## config.mk

```make
export PLATFORM = sky130hd
export DESIGN_NAME = sha256_link
export DESIGN_NICKNAME = d
export VERILOG_FILES = /design/src/rtl/sha256_link.sv
export SDC_FILE = /design/constraint.sdc
export NUM_CORES = 2
export LEC_CHECK = 0
export BUFFER_PORTS_ARGS = -buffer_cell sky130_fd_sc_hd__buf_2
export CORE_AREA = 2 2 359 361
export DETAILED_ROUTE_END_ITERATION = 7
export DIE_AREA = 0 0 361 363
export PLACE_DENSITY = 0.63
export RECOVER_POWER = 50
export REMOVE_ABC_BUFFERS = 1
export SETUP_SLACK_MARGIN = 0.05
export SYNTH_ARGS = -nofsm -noshare
export SYNTH_HDL_FRONTEND = slang
export SYNTH_SLANG_ARGS = --single-unit
```

## constraint.sdc

```tcl
create_clock -name clk -period 2.7 [get_ports clk]
set_input_delay 0.135 -clock clk [delete_from_list [all_inputs] [get_ports clk]]
set_output_delay 0.135 -clock clk [all_outputs]
set_load 0.02 [all_outputs]
```

## src/rtl/sha256_link.sv

```systemverilog
// sha256_link: serialises a wide message into 10-bit words for a hash core and
// reassembles the 10-bit hash words it returns into a 256-bit digest.
module sha256_link #(
  parameter int unsigned MESSAGE_LEN    = 640,
  parameter int unsigned HASH_WORDS     = 26,
  parameter int unsigned TIMEOUT_CYCLES = 4096
) (
  input  logic                   clk,
  input  logic                   rst,
  input  logic                   req_valid,
  input  logic [MESSAGE_LEN-1:0] req_message,
  output logic                   req_ready,
  output logic                   core_start,
  output logic                   core_valid_in,
  output logic [9:0]             core_message,
  input  logic                   core_valid_out,
  input  logic [9:0]             core_hash,
  output logic [255:0]           digest,
  output logic                   digest_valid,
  output logic                   timeout_err
);

  localparam int unsigned MSG_WORDS = MESSAGE_LEN / 10;
  localparam int unsigned BUF_W     = 10 * HASH_WORDS;
  localparam int unsigned MCNT_W    = $clog2(MSG_WORDS + 1);
  localparam int unsigned HCNT_W    = $clog2(HASH_WORDS + 1);
  localparam int unsigned TCNT_W    = $clog2(TIMEOUT_CYCLES + 1);

  localparam logic [MCNT_W-1:0] MCNT_LAST = MCNT_W'(MSG_WORDS - 1);
  localparam logic [HCNT_W-1:0] HCNT_LAST = HCNT_W'(HASH_WORDS - 1);
  localparam logic [TCNT_W-1:0] TCNT_LAST = TCNT_W'(TIMEOUT_CYCLES - 1);

  typedef enum logic [2:0] {
    IDLE,
    START,
    SEND,
    WAIT_HASH,
    RECV,
    DONE
  } state_t;

  state_t state, state_next;

  logic [MESSAGE_LEN-1:0] msg_reg;
  logic [BUF_W-1:0]       hash_buf;
  logic [BUF_W-1:0]       buf_next;
  logic [MCNT_W-1:0]      mcnt;
  logic [HCNT_W-1:0]      hcnt;
  logic [TCNT_W-1:0]      tcnt;
  logic                   capture;
  logic                   last_word;
  logic                   waiting;

  // Hash words arrive MSB-first, so shifting left leaves word 0 at the top.
  assign buf_next = {hash_buf[BUF_W-11:0], core_hash};
  assign waiting  = (state == WAIT_HASH) || (state == RECV);

  // State register.
  always_ff @(posedge clk) begin
    if (rst) state <= IDLE;
    else     state <= state_next;
  end

  // Next-state logic and state-decoded outputs.
  always_comb begin
    state_next    = state;
    req_ready     = 1'b0;
    core_start    = 1'b0;
    core_valid_in = 1'b0;
    core_message  = '0;
    digest_valid  = 1'b0;
    timeout_err   = 1'b0;
    capture       = 1'b0;
    last_word     = 1'b0;
    unique case (state)
      IDLE: begin
        req_ready = 1'b1;
        if (req_valid) state_next = START;
      end
      START: begin
        core_start = 1'b1;
        state_next = SEND;
      end
      SEND: begin
        core_valid_in = 1'b1;
        core_message  = msg_reg[MESSAGE_LEN-1 -: 10];
        if (mcnt == MCNT_LAST) state_next = WAIT_HASH;
      end
      WAIT_HASH, RECV: begin
        if (core_valid_out) begin
          capture = 1'b1;
          if (hcnt == HCNT_LAST) begin
            last_word  = 1'b1;
            state_next = DONE;
          end else begin
            state_next = RECV;
          end
        end
        // A final word arriving on the timeout cycle still completes.
        if (!last_word && tcnt == TCNT_LAST) begin
          timeout_err = 1'b1;
          state_next  = IDLE;
        end
      end
      DONE: begin
        digest_valid = 1'b1;
        state_next   = IDLE;
      end
      default: state_next = IDLE;
    endcase
  end

  // Message shift register, hash reassembly, digest and counters.
  always_ff @(posedge clk) begin
    if (rst) begin
      msg_reg  <= '0;
      hash_buf <= '0;
      digest   <= '0;
      mcnt     <= '0;
      hcnt     <= '0;
      tcnt     <= '0;
    end else begin
      if (state == IDLE && req_valid) msg_reg <= req_message;

      if (state == SEND) begin
        msg_reg <= {msg_reg[MESSAGE_LEN-11:0], 10'd0};
        mcnt    <= (mcnt == MCNT_LAST) ? '0 : mcnt + 1'b1;
      end else begin
        mcnt <= '0;
      end

      if (waiting) begin
        tcnt <= tcnt + 1'b1;
        if (capture) begin
          hash_buf <= buf_next;
          hcnt     <= hcnt + 1'b1;
        end
      end else begin
        tcnt <= '0;
        hcnt <= '0;
      end

      if (last_word) digest <= buf_next[BUF_W-1 -: 256];
    end
  end

endmodule
```

After elaboration in Yosys (flattened, before gate mapping)
Index checks and enable logic that the tools add are counted.
W data, S select, Z words.
{"block": "totals", "ff_bits": 1174, "inputBits": 654, "output_inout_bits": 271, "elab_cells": 57}
{"block": "op_classes", "n_addsub": 3, "eq_ne": 11, "n_mux": 21, "bitwise_logic": 2, "reduce_logical": 12}
{"cell": "$mux W640", "n": 2}
{"cell": "$add A13 B1 Y13 const B", "n": 1}
{"cell": "$eq A13 B12 Y1 const B", "n": 1}
{"cell": "$mux W1", "n": 13}
{"cell": "$mux W3", "n": 4}
{"cell": "$pmux W3 S4", "n": 1}
{"cell": "$mux W10", "n": 1}
{"cell": "$add A7 B1 Y7 const B", "n": 1}
{"cell": "$eq A7 B6 Y1 const B", "n": 1}
{"cell": "$eq A3 B2 Y1 const B", "n": 2}
{"cell": "$eq A3 B3 Y1 const B", "n": 2}
{"cell": "$reduce_or A2 Y1", "n": 3}
{"cell": "$add A5 B1 Y5 const B", "n": 1}
{"cell": "$eq A5 B5 Y1 const B", "n": 1}
{"cell": "$eq A3 B1 Y1 const B", "n": 1}
{"cell": "$logic_not A3 Y1", "n": 1}
{"cell": "$ne A3 B3 Y1 const B", "n": 1}
{"cell": "$reduce_and A3 Y1", "n": 1}
{"cell": "$reduce_or A3 Y1", "n": 1}
{"cell": "$logic_and A1 B1 Y1", "n": 2}
{"cell": "$ne A2 B1 Y1 const B", "n": 1}
{"cell": "$ne A2 B2 Y1 const B", "n": 1}
{"cell": "$not A1 Y1", "n": 2}
{"cell": "$reduce_and A2 Y1", "n": 1}
{"cell": "3 further kinds", "n": 3}

Logic depth before layout (Yosys ltp)
{"block": "logic_depth", "ltp_word": 8, "ltp_mapped": 8, "mapped_depth_nobuf": 6}

Worst setup path before layout
OpenSTA, ideal clock, no wires.
{"block": "synth_timing", "path_type": "register to output", "start": "register state[1]", "end": "output port core_message[0]", "arrival_time_ps": 1591, "setup_slack_ps": 974, "stages_incl_launch_ff": 6, "path_cell_list": "dfxtp_1 -> buf_2 -> nor3b_2 -> buf_2 -> clkbuf_1 -> and2_1"}
{"block": "synth_via", "elab_chain_len": 2}
{"item": "start, declared", "line": "42", "rtl": "state_t state, state_next;"}
{"item": "start signal, assigned", "line": "61", "rtl": "else state <= state_next;"}
{"item": "$eq A3 B2 Y1", "line": "75", "rtl": "unique case (state)"}
{"item": "$mux W10", "line": "75"}
{"item": "end, declared", "line": "15", "rtl": "output logic [9:0] core_message,"}
Every way passes these cells.

Final worst setup path
{"block": "layout_timing", "start": "register state[0]", "end": "register msg_reg[239]"}
{"block": "layout_via", "elab_chain_len": 3, "word_cells_on_any_way": 5}
{"item": "$logic_not A3 Y1", "line": "123", "rtl": "if (state == IDLE && req_valid) msg_reg <= req_message;"}
{"item": "$logic_and A1 B1 Y1", "line": "123"}
{"item": "$reduce_bool A2 Y1 (no source line)"}
{"item": "end signal, assigned", "line": "123"}
{"item": "end signal, assigned", "line": "126", "rtl": "msg_reg <= {msg_reg[MESSAGE_LEN-11:0], 10'd0};"}
{"item": "end, declared", "line": "44", "rtl": "logic [MESSAGE_LEN-1:0] msg_reg;"}
Several ways; a longest one is shown, not always the timed one.
A chain may end at the register's enable or synchronous reset.

==> impl_metrics.xml <==
<?xml version="1.0" encoding="UTF-8"?>
<metrics>
  <group name="job">
    <metric name="timing.max_cap.violations" unit="">0</metric>
  </group>
  <group name="final_layout">
    <metric name="sequential_cell_area" unit="um2">23500</metric>
    <metric name="areaGrowthSynthToFinish" unit="%">38.3</metric>
    <metric name="num-nets-final" unit="">7186</metric>
    <metric name="drive_above_1_share" unit="%">14.3</metric>
    <metric name="largest_reg_flops" unit="">640</metric>
    <metric name="finalCoreUtilization" unit="%">46.8</metric>
    <metric name="multi_input_area" unit="um2">17500</metric>
    <metric name="final.fill_count" unit="">12000</metric>
  </group>
  <group name="critical_path">
    <metric name="worst_setup_path_end_kind" unit="">flip-flop</metric>
    <metric name="cp.arrival" unit="ps">3220</metric>
    <metric name="start_kind" unit="">flip-flop</metric>
    <metric name="crit_required" unit="ps">3360</metric>
    <metric name="timing_worst_setup_path_type" unit="">reg2reg</metric>
    <metric name="worstPathMaxFanout" unit="">189</metric>
  </group>
  <group name="drt">
    <metric name="via_per_inst" unit="">5.21</metric>
    <metric name="ant_nets" unit="">0</metric>
    <metric name="num_vias" unit="">43600</metric>
    <metric name="drtPass1Iterations" unit="">6</metric>
    <metric name="wirelength" unit="mm">154</metric>
    <metric name="drc" unit="">0</metric>
    <metric name="detail_route.wl_per_cell" unit="um">18.4</metric>
    <metric name="drt_iter0_drc" unit="">4894</metric>
  </group>
  <group name="global_routing">
    <metric name="grt_overflow" unit="">0</metric>
    <metric name="maximum_number_of_pins_on_one_net_before_global_route_repair" unit="">190</metric>
    <metric name="antenna_found_initial" unit="">57</metric>
    <metric name="grtUsageTotal" unit="%">22.0</metric>
    <metric name="vias_in_the_first_global_route" unit="">40900</metric>
    <metric name="wire_length_of_the_first_global_routing_pass" unit="mm">231</metric>
  </group>
  <group name="sta">
    <metric name="fmax" unit="MHz">390</metric>
    <metric name="skew" unit="ps">70.6</metric>
    <metric name="hold_viol" unit="">0</metric>
    <metric name="slew_headroom" unit="%">29.1</metric>
    <metric name="finalCritPeriodShare" unit="%">94.9</metric>
    <metric name="final.setup.worst_slack" unit="ps">138</metric>
    <metric name="final-max-slew-violation-count" unit="">0</metric>
    <metric name="rsz0062_at_grt" unit="">false</metric>
    <metric name="final-setup-viol-count" unit="">0</metric>
    <metric name="tmin_final" unit="ps">2560</metric>
    <metric name="worstMarginPinSlew" unit="ps">1060</metric>
    <metric name="whs" unit="ps">155</metric>
    <metric name="timing.setup.tns" unit="ps">0</metric>
  </group>
  <group name="clocking">
    <metric name="cts_buffer_depth" unit="">3</metric>
    <metric name="clkSlewWorstSetupHoldPaths" unit="ps">60</metric>
    <metric name="insertion_delay" unit="ps">760</metric>
    <metric name="cts.htree.levels" unit="">3</metric>
    <metric name="cts_sinks" unit="">1174</metric>
    <metric name="cts_root_buf" unit="">clkbuf_16</metric>
    <metric name="cts_tree" unit="">built</metric>
    <metric name="cts_made_buffers" unit="">121</metric>
  </group>
  <group name="yosys">
    <metric name="synth-main-ff-cell" unit="">dfxtp_1</metric>
    <metric name="syn_avg_cell_area" unit="um2">8.27</metric>
    <metric name="yosys.area.top_type_share" unit="%">54.7</metric>
    <metric name="synthesis_warning_total" unit="">0</metric>
    <metric name="syn-cell-area" unit="um2">43000</metric>
    <metric name="synthTopCellsByArea" unit="">dfxtp_1, nand2_1, a21oi_1</metric>
    <metric name="synth_edf_count" unit="">0</metric>
    <metric name="synth.ff_latch_count" unit="">1174</metric>
    <metric name="yosys.area.top_type" unit="">dfxtp_1</metric>
    <metric name="synth.yosys.seq_area_share" unit="%">54.7</metric>
    <metric name="synthArstFlopShare" unit="%">0</metric>
    <metric name="postSynthCellCount" unit="">5197</metric>
    <metric name="post-synth-top-count-cell" unit="">nand2_1</metric>
    <metric name="yosys-top-cells-count" unit="">nand2_1, dfxtp_1, a21oi_1</metric>
    <metric name="yosysUniqueCellTypes" unit="">39</metric>
  </group>
  <group name="floorplan">
    <metric name="die_y" unit="um">363</metric>
    <metric name="floorplan.io_pins" unit="">925</metric>
    <metric name="die_x" unit="um">361</metric>
    <metric name="rows" unit="">131</metric>
    <metric name="die_area" unit="um2">131000</metric>
    <metric name="floorplan.initialDensity" unit="%">33.8</metric>
    <metric name="fp.coreArea" unit="um2">127000</metric>
  </group>
  <group name="place">
    <metric name="hpwlAfterDp" unit="mm">94.1</metric>
    <metric name="placement.setup.worst_slack" unit="ps">-14.6</metric>
    <metric name="port_buffers" unit="">924</metric>
    <metric name="gp_routability_congestion" unit="">0.850</metric>
  </group>
  <group name="power_and_ir_drop">
    <metric name="vdd.ir_drop.worst" unit="V">0.000539</metric>
    <metric name="static-leakage-power" unit="nW">21.4</metric>
    <metric name="pwr_density_cell" unit="nW/um2">691</metric>
  </group>
  <group name="run_status">
    <metric name="status" unit="">completed</metric>
  </group>
  <group name="min_path">
    <metric name="hold_class" unit="">in2reg</metric>
  </group>
</metrics>
-- final cells by class --
cell class | count | area share [%]
diodes | 70 | 0.295
clock buffers | 175 | 5.87
clock inverters | 49 | 1.02
inverters | 4 | 0.0252
multi-input cells | 3563 | 29.5
flip-flops and latches | 1174 | 39.5
well taps | 1662 | 3.50
repair buffers | 1664 | 20.3
-- path summary, 6_finish.rpt --
kind                                           startpoint                        end  slack [ps]  depth (start not counted)
worst max-delay path                state[0]$_SDFFE_PP0P_  msg_reg[239]$_SDFFE_PP0P_         140                          6
worst min-delay path                         core_hash[2]   hash_buf[2]$_SDFFE_PP0P_         160                          4
worst max register to register      state[0]$_SDFFE_PP0P_  msg_reg[239]$_SDFFE_PP0P_         140                          6
worst min register to register  hash_buf[87]$_SDFFE_PP0P_  hash_buf[97]$_SDFFE_PP0P_         420                          2
-- report_power, final --
part           leakage, nW  internal, mW  switching, mW
logic                 9.87          2.15           3.12
clock network         2.02          9.77           7.25
registers             9.55          18.3          0.523
total                 21.4          30.2           10.9
-- per-stage QoR --
| stage | power [mW] | instances | instance area, um2 |
|---|---|---|---|
| 5_1_grt | 42.7 | 8347 | 59400 |
| 3_3_place_gp | 23.2 | 7401 | 48800 |
| 3_5_place_dp | 23.3 | 7401 | 48800 |
| 6_report | 41.1 | 8361 | 59500 |
| 4_1_cts | 41.4 | 8286 | 59700 |
| 2_1_floorplan | 20.7 | 4740 | 41000 |
-- worst max-delay path, stage by stage (launching register included) --
cell	delay, ps
dfxtp_1	500
nor4b_1	140
buf_12	160
nor2_4	540
buf_16	540
nand2_1	180
a21oi_1	220
-- cells in the final DEF (no fill, tap or decap), types with 5 or more instances in the layout --
cell type      Yosys  routed
nor2_1            29      29
nand3_1            9       9
clkinv_2           0      28
bufinv_16          0       8
buf_16             0       6
nand2_1         1669    1669
a22oi_1          630     630
buf_6              0       6
diode_2            0      70
clkbuf_16          0     121
clkbuf_1         230     293
xor2_1            13      13
bufbuf_16          0       6
clkbuf_8           0      26
xnor2_1            5       5
a21oi_1         1148    1149
dlygate4sd3_1      0     653
dfxtp_1         1174    1174
and2_1            11      11
buf_4              0      34
clkinv_16          0       5
buf_2            215     664
buf_12             0      25
nand4_1            6       6
-- cell families (layout without fill, tap and decap cells) --
| group | after synthesis | in the layout | share of synthesized area [%] |
|---|---|---|---|
| adders and majority gates | 4 | 4 | 0.116 |
| xor gates and xnor gates | 18 | 18 | 0.367 |
| buffers and inverters | 461 | 1892 | 4.65 |
| AOI/OAI and AO/OA | 1795 | 1795 | 24.7 |
| DFF | 1174 | 1174 | 54.7 |
| other | 0 | 70 | 0 |
| and+or+nand+nor | 1745 | 1746 | 15.6 |
-- metal layers --
layer  up-vias  GRT usage, %  wire [um]
met5         -             0         11
met4         2          11.6       7830
met3       468          4.43      11200
met2      1809          36.7      73200
met1     20700          26.8      61600
li1      20600             -          -
-- repair_timing --
| item | in CTS | in global routing |
|---|---|---|
| hold buffers | 653 | 0 |
| setup endpoints to repair | 18 | 321 |
| pin swaps | 0 | 1 |
| resized for setup | 12 | 3 |
| endpoints found under the hold margin | 674 | 0 |
| setup buffers | 0 | 4 |
| cloned | 8 | 1 |
Power figures use the tool's default switching activity.
